File: src/rtl/btn_cmd_pkg.sv
// Shared definitions for the button command decoder: hold-FSM encoding and
// the production hold length (5 s at 50 MHz).
package btn_cmd_pkg;

  typedef enum logic [1:0] {
    IDLE  = 2'd0,
    COUNT = 2'd1,
    FIRED = 2'd2
  } hold_state_e;

  localparam int unsigned HOLD_CYCLES_DEFAULT = 250_000_000;

endpackage

File: src/rtl/hold_detector.sv
// Long-press detector: emits one registered fire pulse once the synchronized
// level has been high for HOLD_CYCLES consecutive cycles; re-arms on release.
module hold_detector
  import btn_cmd_pkg::*;
#(
  parameter int unsigned HOLD_CYCLES = HOLD_CYCLES_DEFAULT
) (
  input  logic clk,
  input  logic rst_n,
  input  logic level,
  output logic fire
);

  localparam int unsigned     CW        = $clog2(HOLD_CYCLES + 1);
  localparam logic [CW-1:0]   HOLD_CNT  = CW'(HOLD_CYCLES);
  localparam logic [CW-1:0]   HOLD_LAST = CW'(HOLD_CYCLES - 1);

  hold_state_e   state_q;
  logic [CW-1:0] cnt_q;
  logic          fire_q;

  // Counter saturates at HOLD_CYCLES on entry to FIRED, so it never wraps.
  always_ff @(posedge clk or negedge rst_n) begin
    if (!rst_n) begin
      state_q <= IDLE;
      cnt_q   <= '0;
      fire_q  <= 1'b0;
    end else begin
      fire_q <= 1'b0;
      case (state_q)
        IDLE: begin
          if (level) begin
            if (HOLD_CYCLES <= 1) begin
              state_q <= FIRED;
              cnt_q   <= HOLD_CNT;
              fire_q  <= 1'b1;
            end else begin
              state_q <= COUNT;
              cnt_q   <= CW'(1);
            end
          end
        end
        COUNT: begin
          if (!level) begin
            state_q <= IDLE;
            cnt_q   <= '0;
          end else if (cnt_q == HOLD_LAST) begin
            state_q <= FIRED;
            cnt_q   <= HOLD_CNT;
            fire_q  <= 1'b1;
          end else begin
            cnt_q <= cnt_q + 1'b1;
          end
        end
        FIRED: begin
          if (!level) begin
            state_q <= IDLE;
            cnt_q   <= '0;
          end
        end
        default: begin
          state_q <= IDLE;
          cnt_q   <= '0;
        end
      endcase
    end
  end

  assign fire = fire_q;

endmodule

File: src/rtl/btn_cmd_decoder.sv
// Four-button front end: synchronizes the buttons, turns salud/hambre presses
// into single-cycle commands and reset/test long presses into reset/test-mode.
module btn_cmd_decoder
  import btn_cmd_pkg::*;
#(
  parameter int unsigned HOLD_CYCLES = HOLD_CYCLES_DEFAULT
) (
  input  logic clk,
  input  logic rst_n,
  input  logic btn_salud,
  input  logic btn_hambre,
  input  logic btn_reset,
  input  logic btn_test,
  output logic cmd_heal,
  output logic cmd_feed,
  output logic cmd_reset,
  output logic test_step,
  output logic test_mode
);

  // Bit order: {test, reset, hambre, salud}
  logic [3:0] sync1_q, sync2_q;
  logic [1:0] prev_q;
  logic       reset_fire, test_fire;
  logic       heal_edge, feed_edge;
  logic       cmd_heal_q, cmd_feed_q, cmd_reset_q, test_step_q, test_mode_q;
  logic       cmd_heal_d, cmd_feed_d, cmd_reset_d, test_step_d, test_mode_d;

  hold_detector #(.HOLD_CYCLES(HOLD_CYCLES)) u_hold_reset (
    .clk   (clk),
    .rst_n (rst_n),
    .level (sync2_q[2]),
    .fire  (reset_fire)
  );

  hold_detector #(.HOLD_CYCLES(HOLD_CYCLES)) u_hold_test (
    .clk   (clk),
    .rst_n (rst_n),
    .level (sync2_q[3]),
    .fire  (test_fire)
  );

  // Salud routing uses test_mode_q, i.e. the value before any same-cycle toggle.
  always_comb begin
    heal_edge   = sync2_q[0] & ~prev_q[0];
    feed_edge   = sync2_q[1] & ~prev_q[1];
    cmd_heal_d  = heal_edge & ~test_mode_q;
    test_step_d = heal_edge & test_mode_q;
    cmd_feed_d  = feed_edge;
    cmd_reset_d = reset_fire;
    test_mode_d = test_mode_q;
    if (reset_fire) begin
      test_mode_d = 1'b0;
    end else if (test_fire) begin
      test_mode_d = ~test_mode_q;
    end
  end

  always_ff @(posedge clk or negedge rst_n) begin
    if (!rst_n) begin
      sync1_q     <= '0;
      sync2_q     <= '0;
      prev_q      <= '0;
      cmd_heal_q  <= 1'b0;
      cmd_feed_q  <= 1'b0;
      cmd_reset_q <= 1'b0;
      test_step_q <= 1'b0;
      test_mode_q <= 1'b0;
    end else begin
      sync1_q     <= {btn_test, btn_reset, btn_hambre, btn_salud};
      sync2_q     <= sync1_q;
      prev_q      <= sync2_q[1:0];
      cmd_heal_q  <= cmd_heal_d;
      cmd_feed_q  <= cmd_feed_d;
      cmd_reset_q <= cmd_reset_d;
      test_step_q <= test_step_d;
      test_mode_q <= test_mode_d;
    end
  end

  assign cmd_heal  = cmd_heal_q;
  assign cmd_feed  = cmd_feed_q;
  assign cmd_reset = cmd_reset_q;
  assign test_step = test_step_q;
  assign test_mode = test_mode_q;

endmodule
File: config.mk
export PLATFORM = sky130hd
export DESIGN_NAME = btn_cmd_decoder
export DESIGN_NICKNAME = d
export VERILOG_FILES = /design/src/rtl/btn_cmd_pkg.sv /design/src/rtl/hold_detector.sv /design/src/rtl/btn_cmd_decoder.sv
export SDC_FILE = /design/constraint.sdc
export NUM_CORES = 1
export LEC_CHECK = 0
export ABC_AREA = 1
export CAP_MARGIN = 20
export CORE_UTILIZATION = 35
export CTS_BUF_LIST = sky130_fd_sc_hd__clkbuf_16
export DETAILED_ROUTE_END_ITERATION = 6
export PLACE_DENSITY = 0.54
export SYNTH_ARGS = -nofsm -noshare
export SYNTH_HDL_FRONTEND = slang
export SYNTH_SLANG_ARGS = --single-unit
File: constraint.sdc
create_clock -name clk -period 2.8 [get_ports clk]
set_input_delay 0.84 -clock clk [delete_from_list [all_inputs] [get_ports clk]]
set_output_delay 0.84 -clock clk [all_outputs]
set_load 0.01 [all_outputs]
# Yosys cells after proc, flatten, opt, wreduce, memory -nomap -nowiden
# Cells that the tools add are included.
# classes
n_reduce_logical,7
mux,28
eq_ne,12
n_bitwise,7
addsub,2
# ops
operator,n
$mux 28,8
$pmux 28 s3,2
$add 28x1->28 const B,2
$eq 28x28->1 const B,2
$mux 2,8
$pmux 2 s3,2
$mux 1,8
$ne 2x2->1 const B,4
$ne 3x2->1 const B,2
$reduce_and 3->1,2
$and 1x1->1,4
$eq 2x1->1 const B,2
$eq 2x2->1 const B,2
$logic_not 2->1,2
$reduce_and 2->1,2
$not 1->1,3
$reduce_bool 2->1,1
# totals
out_inout_bits,5
elab_cells,70
inputBits,6
reg_bits,77

# Longest topological paths before layout
# depth
depth_word,4
depth_mapped,10
depth_no_buf,10

# Modules after synthesis
# From an unflattened synthesis, not the netlist that was laid out.
# unflattened
hier_cells,693
hier_area_um2,4884.7
# modules_own_cells
module,n_inst,cells_each,area_per_inst_um2,seq_area_each_um2
hold_detector,2,333,2232.1,775.7
btn_cmd_decoder,1,27,420.4,375.4

# Worst setup path before layout
# OpenSTA, ideal clock, no wires.
# synth_path
path_kind,register to register
from,register u_hold_test.cnt_q[0]
to,register u_hold_test.cnt_q[0]
setup_time_ns,0.129
t_arrival_ns,1.229
period_less_slack_ns,1.357
t_required_ns,2.671
path_slack_ns,1.443
n_path_buf,0
path_stages_with_launch,9
cell_sequence,dfrtp_1 -> ha_1 -> nand3_1 -> inv_2 -> nand3_1 -> nor2_1 -> nand2_1 -> nand2_1 -> o21ai_0
# synth_between
elab_chain_len,4
elab_cells_between_ends,5
classes_between,add/sub: 1; eq/ne: 1; mux: 3
# synth_rtl
item,line_no,source
from (decl),hold_detector.sv:19,logic [CW-1:0] cnt_q;
from (signal assigned),hold_detector.sv:52,cnt_q <= cnt_q + 1'b1;
$add 28x1->28 or $eq 28x28->1 (tied branches),"hold_detector.sv:52, hold_detector.sv:47",
$mux 28 *,hold_detector.sv:47,end else if (cnt_q == HOLD_LAST) begin
$mux 28 *,hold_detector.sv:44,if (!level) begin
$pmux 28 s3 *,hold_detector.sv:30,case (state_q)
# Every way passes the cells marked *; elsewhere a longest branch is shown, timed or not.
# A chain may end at the register's enable or synchronous reset.

# Final worst setup path
# layout_path
from,"register test_mode_q, in the netlist test_mode"
to,output test_mode
# layout_lines
item,line_no,source
from (decl),btn_cmd_decoder.sv:26,"logic cmd_heal_q, cmd_feed_q, cmd_reset_q, test_step_q, test_mode_q;"
from (signal assigned),btn_cmd_decoder.sv:77,test_mode_q <= test_mode_d;
to (decl),btn_cmd_decoder.sv:18,output logic test_mode
# No word-level cell between the ends.

==> results.sh <==
export IMPL_status="completed"
export IMPL_clock_sinks=77
export IMPL_period_needed_ns=2.140
export IMPL_dieArea_sq_um=13670
export IMPL_synth_nets=683
export IMPL_grt_util_all_layers=0.2014
export IMPL_routed_wl_um=12050
export IMPL_routabilityCongestion=0.9213
export IMPL_io_buffer_count=10
export IMPL_cts_reportedPaths_clkPinSlew_ns=0.06
export IMPL_dp_slack_ns=1.014
export IMPL_root_buffer="clkbuf_16"
export IMPL_grt_max_degree=41
export IMPL_die_w_um=116.9
export IMPL_ys_warnings_count=0
export IMPL_die_h_um=116.9
export IMPL_synthAdderAreaFrac=0.005416
export IMPL_rsz0062_at_grt="false"
export IMPL_initial_core_util=0.3632
export IMPL_setup_tns_ns=0
export IMPL_slew_headroom=0.6081
export IMPL_rr_endpoint="u_hold_test.cnt_q[5]$_DFFE_PN0P_"
export IMPL_p_leak_nw=2.240
export IMPL_syn2layout_area_growth_pct=13.16
export IMPL_dr_total_vias=4313
export IMPL_path_class="flop to output port"
export IMPL_diodes=0
export IMPL_synth_xor_area_share=0.02275
export IMPL_critPathLaunchType="flop"
export IMPL_crit_path_end_kind="output port"
export IMPL_grt_pass1_vias=4126
export IMPL_crit_chain="clkdlybuf4s50_1"
export IMPL_cts_resized=0
export IMPL_drive_above_1_share=0.08477
export IMPL_worstRegToRegCells=8
export IMPL_hold_viol_final=0
export IMPL_wl_per_cell_um=13.88
export IMPL_syn_area_per_cell_sq_um=6.845
export IMPL_synth_top_family_by_area="simple AND/OR/NAND/NOR gates"
export IMPL_powerDensity_nw_per_um2=480.9
export IMPL_core_sq_um=12720
export IMPL_clock_fmax_mhz=467.4
export IMPL_hold_end="sync2_q[2]$_DFF_PN0_"
export IMPL_finalSetupViolations=0
export IMPL_drc_errors=0
export IMPL_vdd_drop_max_uv=290.8
export IMPL_clk_latency_ns=0.35
export IMPL_reg2reg_from="sync2_q[3]$_DFF_PN0_"
export IMPL_dr_max_layer_used="met4"
export IMPL_clockBufferDepth=2
export IMPL_reg2reg_slack_ns=1.03
export IMPL_hold_buffers=0
export IMPL_dr_wl_met2_um=5248
export IMPL_antenna_found_initial=0
export IMPL_netlist_area_sq_um=4621
export IMPL_dp_hpwl_um=9172
export IMPL_postCtsSetupBuffers=0
export IMPL_nets=700
export IMPL_maxSlewViolCount=0
export IMPL_met1_length_um=5978
export IMPL_grt_pass1_wl_um=20670
export IMPL_synth_distinct_cells=31
export IMPL_grt_overflow=0
export IMPL_antenna_left=0
export IMPL_crit_buf_inv=1
export IMPL_min_delay_start="sync1_q[2]$_DFF_PN0_"
export IMPL_cp_arrival_ns=1.30
export IMPL_crit_family="buffers and inverters"
export IMPL_crit_slowest_cell="clkdlybuf4s50_1"
export IMPL_drt_initial_drc_count=352
export IMPL_rows=41
export IMPL_first_pass_iters=5
export IMPL_synth_seq_area_share=0.4170
export IMPL_ys_ff_latch=77
export IMPL_avgViaCountPerCell=4.969
export IMPL_hold_path_depth=0
export IMPL_fin_crit_sh=0.7641
export IMPL_holdCritPathClass="flop to flop"
export IMPL_fin_worst_skew_ns=0.01152
export IMPL_max_slew_worst_pin_slew_ns=0.5872
export IMPL_drv_cap=0
export IMPL_max_stage_delay_ns=0.56
export IMPL_numCtsBuffers=9
export IMPL_synth_cells=675
export IMPL_wl_met3_um=689
export IMPL_worst_slack_ns=0.6604
export IMPL_synth_mux_area_frac=0
export IMPL_synth_edf_count=0
export IMPL_synth_main_ff_cell="dfrtp_1"
export IMPL_cts_tree="yes"
export IMPL_io_pins=11
export IMPL_synthSimpleGateAreaFrac=0.4327
export IMPL_crit_fanout=5
export IMPL_cp_required_ns=1.96
export IMPL_h_tree_depth=3
export IMPL_postSynth_asyncResetShare=1.000
export IMPL_synth_compound_area_frac=0.06147
==> logic make-up (layout without fill, tap and decap cells) <==
logic type / after synthesis / count (layout)
adder cells (fa/ha/maj): 2 / 2
AO/OA/AOI/OAI: 51 / 51
flip-flops: 77 / 77
buffers and inverters: 70 / 91
AND/OR/NAND/NOR: 463 / 463
XOR/XNOR: 12 / 12
==> Yosys cell counts, types with 2 or more instances <==
library cell | n | area, sq um
xnor2_1 | 3 | 26.28
o21ai_1 | 6 | 30.03
nor2_4 | 5 | 56.30
nand4_1 | 18 | 112.6
nand3b_1 | 9 | 67.56
nor3_1 | 9 | 45.04
dfrtp_1 | 77 | 1927
nand2_1 | 257 | 964.7
nor2_1 | 92 | 345.3
inv_2 | 4 | 15.01
nand3_1 | 40 | 200.2
buf_2 | 8 | 40.04
buf_4 | 2 | 15.01
nor4_1 | 2 | 12.51
o21ai_0 | 24 | 120.1
nor2_2 | 16 | 100.1
o21bai_1 | 4 | 30.03
nand2_2 | 12 | 75.07
ha_1 | 2 | 25.02
inv_1 | 56 | 210.2
xor2_1 | 9 | 78.83
a21oi_1 | 11 | 55.05
==> layout by cell type, fill, tap and decap left out, types with 7 or more instances in the layout <==
cell type / count
nand2_1: 257
nor2_1: 92
dfrtp_1: 77
inv_1: 57
nand3_1: 40
o21ai_0: 24
nand4_1: 18
nor2_2: 16
nand2_2: 12
a21oi_1: 11
nor3_1: 9
nand3b_1: 9
xor2_1: 9
clkbuf_16: 9
clkdlybuf4s50_1: 9
buf_4: 7
==> layer usage <==
| layer | global-route usage | up-vias |
|---|---|---|
| met5 | 0 | - |
| li1 | - | 2174 |
| met3 | 0.05252 | 10 |
| met2 | 0.2994 | 119 |
| met1 | 0.2865 | 2010 |
| met4 | 0.06076 | 0 |
==> sequential cells by signal, summed over array words and instances, names as in the netlist <==
register and cells:
cmd_reset 1, sync1_q 4, prev_q 2, test_step 1, u_hold_reset.fire 1, cmd_heal 1, u_hold_test.cnt_q 28, test_mode 1
u_hold_test.state_q 2, cmd_feed 1, sync2_q 4, u_hold_test.fire 1, u_hold_reset.state_q 2, u_hold_reset.cnt_q 28
==> cell type report <==
cell class	instances	area [sq um]
inverters	60	225.2
fillers	1364	7493
clock buffers	9	225.2
repair buffers	16	142.6
clock inverters	6	80.08
multi-input cells	528	2414
well taps	172	215.2
flip-flops and latches	77	1927
==> how the worst max path moves through the flow <==
stage | startpoint | cells past startpoint | to | slack (ns)
after global placement | test_mode$_DFFE_PN0P_ | 1 | test_mode | 1.05
final | test_mode$_DFFE_PN0P_ | 1 | test_mode | 0.66
after global routing | test_mode$_DFFE_PN0P_ | 1 | test_mode | 0.62
after floorplan | u_hold_test.cnt_q[0]$_DFFE_PN0P_ | 8 | u_hold_test.cnt_q[0]$_DFFE_PN0P_ | 1.44
after CTS | test_mode$_DFFE_PN0P_ | 1 | test_mode | 0.64
after detailed placement | test_mode$_DFFE_PN0P_ | 1 | test_mode | 1.01
==> stage by stage <==
stage	util	power [W]	hold WS [ns]	cell area [sq um]	std cells
finish	0.4110	0.002514	0.3464	5229	868
global placement	0.3870	0.001306	0.3361	4923	853
CTS	0.4110	0.002555	0.3481	5229	868
floorplan	-	0.001244	0.3312	4621	675
global route	0.4110	0.002627	0.3562	5229	868
detailed placement	0.3870	0.001309	0.3347	4923	853
==> power breakdown <==
part | switching (W) | total [W] | internal [W] | leakage [nW]
combinational | 0.0000951 | 0.000131 | 0.0000357 | 1.05
sequential | 0.0000204 | 0.00116 | 0.00114 | 1.04
clock | 0.000461 | 0.00123 | 0.000767 | 0.150
total | 0.000577 | 0.00251 | 0.00194 | 2.24
Power figures use the tool's default switching activity.
